[config.mk]
export PLATFORM = sky130hd
export DESIGN_NAME = matrix_result_serializer
export DESIGN_NICKNAME = d
export VERILOG_FILES = /design/src/rtl/matrix_result_serializer.sv
export SDC_FILE = /design/constraint.sdc
export NUM_CORES = 1
export LEC_CHECK = 0
export CORE_ASPECT_RATIO = 0.5
export CORE_UTILIZATION = 54
export DETAILED_ROUTE_END_ITERATION = 7
export PLACE_DENSITY = 0.89
export SLEW_MARGIN = 40
export SYNTH_ARGS = -nofsm -noshare
export SYNTH_HDL_FRONTEND = slang
export SYNTH_SLANG_ARGS = --single-unit
[constraint.sdc]
create_clock -name clk -period 4.4 [get_ports clk]
set_input_delay 0.66 -clock clk [delete_from_list [all_inputs] [get_ports clk]]
set_output_delay 0.66 -clock clk [all_outputs]
set_load 0.05 [all_outputs]
[src/rtl/matrix_result_serializer.sv]
// matrix_result_serializer: captures a flattened n x p float matrix and streams it one word per handshake.
// Define MATRIX_SERIALIZER_EXC_FLAG_EN to add z_exc / exc_seen inf-NaN flags.
module matrix_result_serializer #(
  parameter int n = 2,
  parameter int p = 2,
  parameter int IDXW = (n * p > 1) ? $clog2(n * p) : 1
) (
  input  logic                clk,
  input  logic                rst,
  input  logic [0:32*n*p-1]   matrix_in,
  input  logic                in_stb,
  output logic                in_ack,
  output logic [31:0]         z,
  output logic                z_stb,
  input  logic                z_ack,
  output logic [IDXW-1:0]     z_idx,
  output logic                z_last,
  output logic                busy
`ifdef MATRIX_SERIALIZER_EXC_FLAG_EN
  ,
  output logic                z_exc,
  output logic                exc_seen
`endif
);
  typedef enum logic {IDLE, SEND} state_t;
  localparam logic [IDXW-1:0] LAST = IDXW'(n * p - 1);
  state_t state;
  logic [0:32*n*p-1] mat;
  logic armed;
  logic capture;
  logic xfer;
  logic [IDXW-1:0] nidx;
  assign capture = state == IDLE && in_stb && armed;
  assign xfer = state == SEND && z_stb && z_ack;
  assign nidx = z_idx + 1'b1;
  // armed drops on capture and only re-arms once in_stb is seen low
  always_ff @(posedge clk or negedge rst)
    if (!rst) begin
      state <= IDLE;
      mat <= '0;
      armed <= 1'b1;
      in_ack <= 1'b0;
      z <= '0;
      z_stb <= 1'b0;
      z_idx <= '0;
      z_last <= 1'b0;
      busy <= 1'b0;
    end else begin
      in_ack <= capture;
      armed <= !in_stb || (armed && !capture);
      if (capture) begin
        state <= SEND;
        mat <= matrix_in;
        z <= matrix_in[0 +: 32];
        z_idx <= '0;
        z_stb <= 1'b1;
        z_last <= LAST == '0;
        busy <= 1'b1;
      end else if (xfer && z_last) begin
        state <= IDLE;
        z_stb <= 1'b0;
        z_last <= 1'b0;
        z_idx <= '0;
        busy <= 1'b0;
      end else if (xfer) begin
        z <= mat[32 * int'(nidx) +: 32];
        z_idx <= nidx;
        z_last <= nidx == LAST;
      end
    end
`ifdef MATRIX_SERIALIZER_EXC_FLAG_EN
  assign z_exc = (z[30:23] == 8'hFF) && z_stb;
  always_ff @(posedge clk or negedge rst)
    if (!rst) exc_seen <= 1'b0;
    else if (capture) exc_seen <= 1'b0;
    else if (xfer && z[30:23] == 8'hFF) exc_seen <= 1'b1;
`endif
endmodule
* Word level (Yosys, flattened, before mapping)
Index checks and enable logic that the tools add are counted.
** Storage, ports and cells
- ROM bits :: 0
- Memories :: 0
- Flip-flop bits (word level) :: 166
- Input bits :: 132
- Bits in writable memories :: 0
- Latch bits :: 0
** Operators by class
- Shift-type cells :: 1
- Equality and inequality tests :: 2
- Div/mod/pow operators :: 0
- Add/sub/neg operators :: 1
- $lt $le $gt $ge :: 0
- Muxes and demuxes :: 11
- Bitwise gates (word level) :: 2
- $mul :: 0
- Reduce and logical (&&, ||, !) cells :: 12
** Operator list (number)
- $shiftx 128x32->129 :: 1
- $mux 32 :: 3
- $not 7->32 :: 1
- $mux 2 :: 3
- $logic_and 1x1->1 :: 5
- $mux 1 :: 5
- $reduce_bool 2->1 :: 2
- $reduce_bool 3->1 :: 1
- $add 2x1->2 const B :: 1
- $eq 2x2->1 const B :: 1
- $logic_not 1->1 :: 2
- $ne 2x2->1 const B :: 1
- $reduce_and 2->1 :: 1
- $logic_or 1x1->1 :: 1
- $not 1->1 :: 1

* Longest topological paths before layout
Gate-level depths: netlist of the first run.
- Depth after elaboration :: 6
- Depth in mapped cells :: 9
- Gate-level depth less buffers :: 5

* Worst setup path after synthesis of the first run
No wires, ideal clock.
- Path kind :: register -> register
- From :: reg z_idx[0]
- To :: reg z[23]
- Data required time :: 4.274 ns
- Library setup time :: 0.126 ns
- Stages on the path, launching flop included :: 10
- Data arrival time :: 2.642 ns
- Period minus slack after synthesis :: 2.768 ns
- Path slack :: 1.632 ns
- Path buffers :: 4
- Path through :: dfrtp_1 -> buf_6 -> buf_4 -> inv_1 -> ha_1 -> clkbuf_1 -> clkbuf_1 -> mux4_2 -> and2_1 -> a221o_1
** Between the ends
- Word-level cells in the longest chain between the ends :: 6
** Ends and longest elaborated chain
- start: declaration :: line 16 : output logic [IDXW-1:0] z_idx,
- start signal: assignment :: line 67 : z_idx <= nidx;
- $add 2x1->2 :: line 35 : assign nidx = z_idx + 1'b1;
- $not 7->32 (implied by the code) :: line 66 : z <= mat[32 * int'(nidx) +: 32];
- $shiftx 128x32->129 :: line 66
- $mux 32 :: line 65 : end else if (xfer) begin
- $mux 32 :: line 59 : end else if (xfer && z_last) begin
- $mux 32 :: line 51 : if (capture) begin
- end signal: assignment :: line 54 : z <= matrix_in[0 +: 32];
- end signal: assignment :: line 66
- end: declaration :: line 13 : output logic [31:0] z,
Every way passes these cells. The select of a mux whose other input is x is not followed.
A chain may end at the register's enable or synchronous reset.

* Final worst setup path of the first run
- From :: reg z_idx[0]
- To :: reg z[10]
The elaborated chain is that of the path after synthesis.

==> results of run 1 <==
## cell type report
type,count,area (µm²),area share
well taps,170,212.7,0.02244
clock buffers,18,429.2,0.04527
multi-input cells,469,2741,0.2892
flip-flops and latches,166,4156,0.4384
clock inverters,13,116.4,0.01227
repair buffers,180,1810,0.1910
inverters,3,13.76,0.001452
## worst min path at each step
stage / start / endpoint / slack [ns]
after floorplan: rst / in_ack / 0.36
after global placement: mat[2] / mat[2] / 0.45
after detailed placement: mat[54] / mat[54] / 0.46
after CTS: rst / mat[112] / 0.34
after global routing: rst / mat[90] / 0.11
final: rst / mat[25] / 0.10
## report_power, final
part,leakage [nW],total (mW),switching (mW),internal [mW]
combinational,2.28,2.97,1.63,1.34
sequential,2.07,2.69,0.448,2.24
clock,0.256,1.39,0.653,0.739
## per-layer routing
layer / share of wire / track usage
met5: 0 / 0
met4: 0.029 / 0.1168
met3: 0.049 / 0.04496
met2: 0.50 / 0.4588
met1: 0.42 / 0.3646
## stage by stage
stage / hold WS (ns) / std cells / worst slack [ns] / cell area [µm²]
after floorplan: 0.3644 / 684 / 1.632 / 7127
after global placement: 0.4492 / 986 / 1.450 / 8885
after detailed placement: 0.4565 / 986 / 1.363 / 8889
after CTS: 0.3393 / 1017 / 1.437 / 9434
after global routing: 0.1080 / 1019 / 1.300 / 9480
final: 0.1037 / 1019 / 1.435 / 9480
## sequential cells by signal (all words and copies together) (netlist names)
name	flops
in_ack	1
armed	1
state	1
z	32
mat	128
z_idx	2
z_last	1
## cell families after synthesis
logic type      share of synthesized area
simple gates                       0.2161
compound gates                    0.06303
fa+ha+maj                        0.001755
buf+inv                           0.03336
mux                                0.1027
flops                              0.5830
## worst max-delay path, stage by stage (launching register included)
cell	delay, ns
dfrtp_2	0.71
inv_1	0.14
ha_1	0.75
buf_4	0.45
mux4_2	0.36
and2_1	0.17
a221o_1	0.27
## cells in the mapped netlist, drive strengths merged
library cell / number / area (µm²)
nand2: 349 / 1310
dfrtp: 165 / 4129
clkbuf: 33 / 123.9
mux4: 32 / 732.0
a221o: 31 / 310.3
and2: 31 / 193.9
a21o: 15 / 112.6
buf: 13 / 102.6
inv: 3 / 11.26
nand3: 2 / 10.01
a21oi: 1 / 5.000
and3b: 1 / 8.760
dfstp: 1 / 26.28
ha: 1 / 12.51
nand2b: 1 / 6.260
nand3b: 1 / 7.510
nor2: 1 / 3.750
o21ai: 1 / 5.000
o311ai: 1 / 8.760
o31ai: 1 / 7.510
==> run_results.csv, run 1 <==
group,metric,value,unit
clock_tree,htreeDepth,4,
final_layout,fin_nets,970,
drt,drc,0,
drt,drt.antenna.violating_nets,0,
placed_design,place.gp.congestion,0.7985,
final_layout,diodes,0,
sta,slew-limit-headroom,0.5595,
final_layout,final_layout_size_suffix_gt1_frac,0.08834,
floorplanning,die-area,13690,µm²
synth,synth.yosys.seq_area_share,0.5830,
clock_tree,cts_hold_buf,0,
sta,fmax,337.3,MHz
final_layout,post-route-util,0.7423,
clock_tree,cts_resized,0,
floorplanning,fp.dieH,83.24,µm
global_routing,antenna_found_initial,0,
sta,finalSetupViolations,0,
placed_design,hpwl,11480,µm
critical_path,startpoint,"z_idx[0]",
final_layout,fill_cells,847,
drt,viasPerCell,5.486,
floorplanning,start_util,0.5580,
synth,synth_cell_types,27,
run,drv_cap,0,
critical_path,cp_max_fo,21,
power,p_leak,4.609,nW
final_layout,area_growth,33.02,%
placed_design,portBuffers,169,
clock_tree,cts_made_buffers,17,
global_routing,grtUsageTotal,0.2765,
synth,syn_nets,817,
clock_tree,cts_tree,"built",
clock_tree,clk_path_buf_depth,2,
synth,postSynthAreaPerCell,10.42,µm²
critical_path,cp-start-kind,"flop",
drt,routedWlPerCell,17.45,µm
floorplanning,die_x,164.5,µm
drt,vias,5590,
sta,tns,0,ns
hold_path,min_path_type,"input pin to asynchronous set/reset pin",
sta,skew,0.008075,ns
critical_path,rr_startpoint,"z_idx[0]",
sta,rsz0062_at_grt,"false",
critical_path,crit_path_end,"z[10]",
global_routing,grt_max_degree,114,
power,peakVddDrop,0.3602,mV
floorplanning,fp-row-count,29,
drt,wirelength,17780,µm
synth,netlist_area,7127,µm²
global_routing,grt_pass1_wl,29010,µm
clock_tree,cts-root-buf,"clkbuf_16",
critical_path,r2r-end,"z[10]",
critical_path,ff2ff_setup_slack,1.44,ns
critical_path,end_kind,"flop",
synth,ys_warn_count,0,
critical_path,critPathKind,"flop to flop",
sta,hold_viol_final,0,
critical_path,cp.arrival,3.26,ns
sta,fin_crit,2.965,ns
clock_tree,cts_setup_buffers,0,
status,status,"complete, no violations",
floorplanning,coreArea,12770,µm²
synth,ys_ff_latch,166,
drt,firstDrtPassIters,4,
clock_tree,insertion_delay,0.42,ns
final_layout,final_common_cell,"nand2_1",
sta,tightest_slew,0.6608,ns
clock_tree,cts_sinks,166,
global_routing,grt_pass1_vias,5860,
synth,syn_inst,684,
clock_tree,clk_pin_slew,0.07,ns
sta,drv_slew,0,
critical_path,worstPathRequired,4.70,ns
floorplanning,io_pins,170,
drt,drt_iter0_markers,444,
critical_path,ff2ff_path_depth,6,
power,power_density,743.7,nW/µm²
final_layout,final_cell_mix,"349 x nand2_1, 168 x clkdlybuf4s50_1, 164 x dfrtp_1, 31 x a221o_1, 29 x mux4_2",
sta,min_period_over_period,0.6738,
global_routing,grt.overflow.total,0,
power,p_total,7.051,mW
(Power assumes the default switching activity.)
==> run 2: changes to the inputs <==
Settings changed: CORE_UTILIZATION 54 to 50, PLACE_DENSITY 0.89 to 0.83.
Clock period 4.4 ns to 2.8 ns, I/O delays scaled along.
==> run_results.csv, run 2 (synthesized netlist as in run 1, its figures left out) <==
group,metric,value,unit
status,status,"complete, no violations",
final_layout,final_layout_size_suffix_gt1_frac,0.09069,
floorplanning,fp-row-count,30,
sta,tightest_slew,0.6710,ns
global_routing,antenna_found_initial,0,
drt,routedWlPerCell,16.11,µm
clock_tree,cts_sinks,166,
final_layout,final_common_cell,"nand2_1",
clock_tree,cts_resized,0,
critical_path,worstPathRequired,2.38,ns
drt,drc,0,
final_layout,multiInputGateArea,2744,µm²
placed_design,hpwl,10630,µm
clock_tree,cts_setup_buffers,0,
drt,viasPerCell,5.160,
sta,whs,0.01163,ns
critical_path,end_kind,"output pin",
hold_path,min_path_type,"input pin to asynchronous set/reset pin",
critical_path,ff2ff_path_depth,5,
sta,min_period_over_period,0.8493,
sta,rsz0062_at_grt,"false",
drt,vias,5372,
clock_tree,clk_path_buf_depth,2,
critical_path,rr_startpoint,"z_idx[0]",
final_layout,fill_cells,1024,
final_layout,largest_register_ffs,128,
placed_design,portBuffers,169,
global_routing,grt_max_degree,150,
clock_tree,htreeDepth,4,
critical_path,r2r-end,"z[15]",
power,peakVddDrop,0.5900,mV
global_routing,grt_pass1_vias,5588,
final_layout,top_regs,"mat (128), z (32), z_idx (2)",
placed_design,place.gp.congestion,0.7993,
run,drv_cap,0,
drt,drt.antenna.violating_nets,0,
global_routing,grt_pass1_wl,27810,µm
drt,firstDrtPassIters,5,
final_layout,area_growth,34.69,%
floorplanning,die-area,14760,µm²
sta,slew-limit-headroom,0.5526,
final_layout,top_register,"mat",
floorplanning,io_pins,170,
power,p_leak,4.645,nW
sta,finalSetupViolations,0,
drt,drt_iter0_markers,438,
final_layout,diodes,0,
final_layout,fin_nets,969,
critical_path,cp-start-kind,"flop",
power,power_density,1168,nW/µm²
sta,fmax,420.5,MHz
floorplanning,start_util,0.5188,
sta,fin_crit,2.378,ns
drt,wirelength,16780,µm
critical_path,cp_max_fo,15,
critical_path,ff2ff_setup_slack,0.56,ns
global_routing,grt.overflow.total,0,
clock_tree,clk_pin_slew,0.07,ns
clock_tree,cts_hold_buf,0,
clock_tree,cts_made_buffers,17,
critical_path,cp.arrival,1.96,ns
clock_tree,cts-root-buf,"clkbuf_16",
final_layout,final_cell_mix,"349 x nand2_1, 168 x clkdlybuf4s50_1, 164 x dfrtp_1, 31 x a221o_1, 29 x mux4_2",
floorplanning,fp.dieH,86.42,µm
floorplanning,die_x,170.8,µm
sta,tns,0,ns
floorplanning,coreArea,13740,µm²
sta,drv_slew,0,
global_routing,grtUsageTotal,0.2441,
final_layout,post-route-util,0.6987,
sta,hold_viol_final,0,
clock_tree,insertion_delay,0.42,ns
critical_path,critPathKind,"flop to output pin",
clock_tree,cts_tree,"built",
final_layout,area.sequential,4156,µm²
sta,skew,0.008005,ns
[run 2: changes by cell type in the layout (fill, tap and decap cells not counted), sizes merged]
cell	change
clkbuf	+1
inv	-5
clkinv	+4
buf	-2
bufinv	+2
[run 2: critical path: stages, from the launching register on]
cell and delay, ns:
dfrtp_2 0.36, buf_4 0.30, clkdlybuf4s50_1 0.89
[run 2: final cells by class]
cell class / count / share of cell area
Sequential cell: 166 / 0.4330
Multi-Input combinational cell: 469 / 0.2858
Timing Repair Buffer: 179 / 0.1930
Clock buffer: 18 / 0.04575
Tap cell: 192 / 0.02503
Clock inverter: 14 / 0.01590
Inverter: 3 / 0.001434
[run 2: power by group]
part           internal (mW)  switching, mW  leakage [nW]  total, mW
Combinational           2.18           2.56          2.29       4.74
Sequential              3.52          0.627          2.07       4.15
Clock                   1.34          0.983         0.279       2.33
Total                   7.04           4.17          4.64       11.2
[run 2: layer usage]
layer  up-vias  GRT usage  part of all wire
li1       2559          -                 -
met1      2682     0.3231              0.45
met2       117     0.4249              0.50
met3        14    0.04703             0.036
met4         0    0.05276            0.0094
met5         -          0                 0
[run 2: worst max path at each step]
stage                         from        to  slack [ns]  cells after the start
after floorplan           z_idx[0]     z[23]        0.03                      9
after global placement      in_stb      z[9]        0.59                      5
after detailed placement  z_idx[0]     z[16]        0.57                      5
after CTS                 z_idx[0]  z_idx[0]        0.41                      2
after global routing      z_idx[0]  z_idx[0]        0.36                      2
final                     z_idx[0]  z_idx[0]        0.42                      2
[run 2: through the flow]
step / total power, mW / setup WS, ns / instance area [µm²] / cells
floorplan: 7.454 / 0.03173 / 7127 / 684
global placement: 8.682 / 0.5857 / 8977 / 1008
finish: 11.21 / 0.4218 / 9599 / 1041
global route: 11.89 / 0.3621 / 9599 / 1041
detailed placement: 8.921 / 0.5678 / 9005 / 1009
CTS: 11.29 / 0.4100 / 9597 / 1041
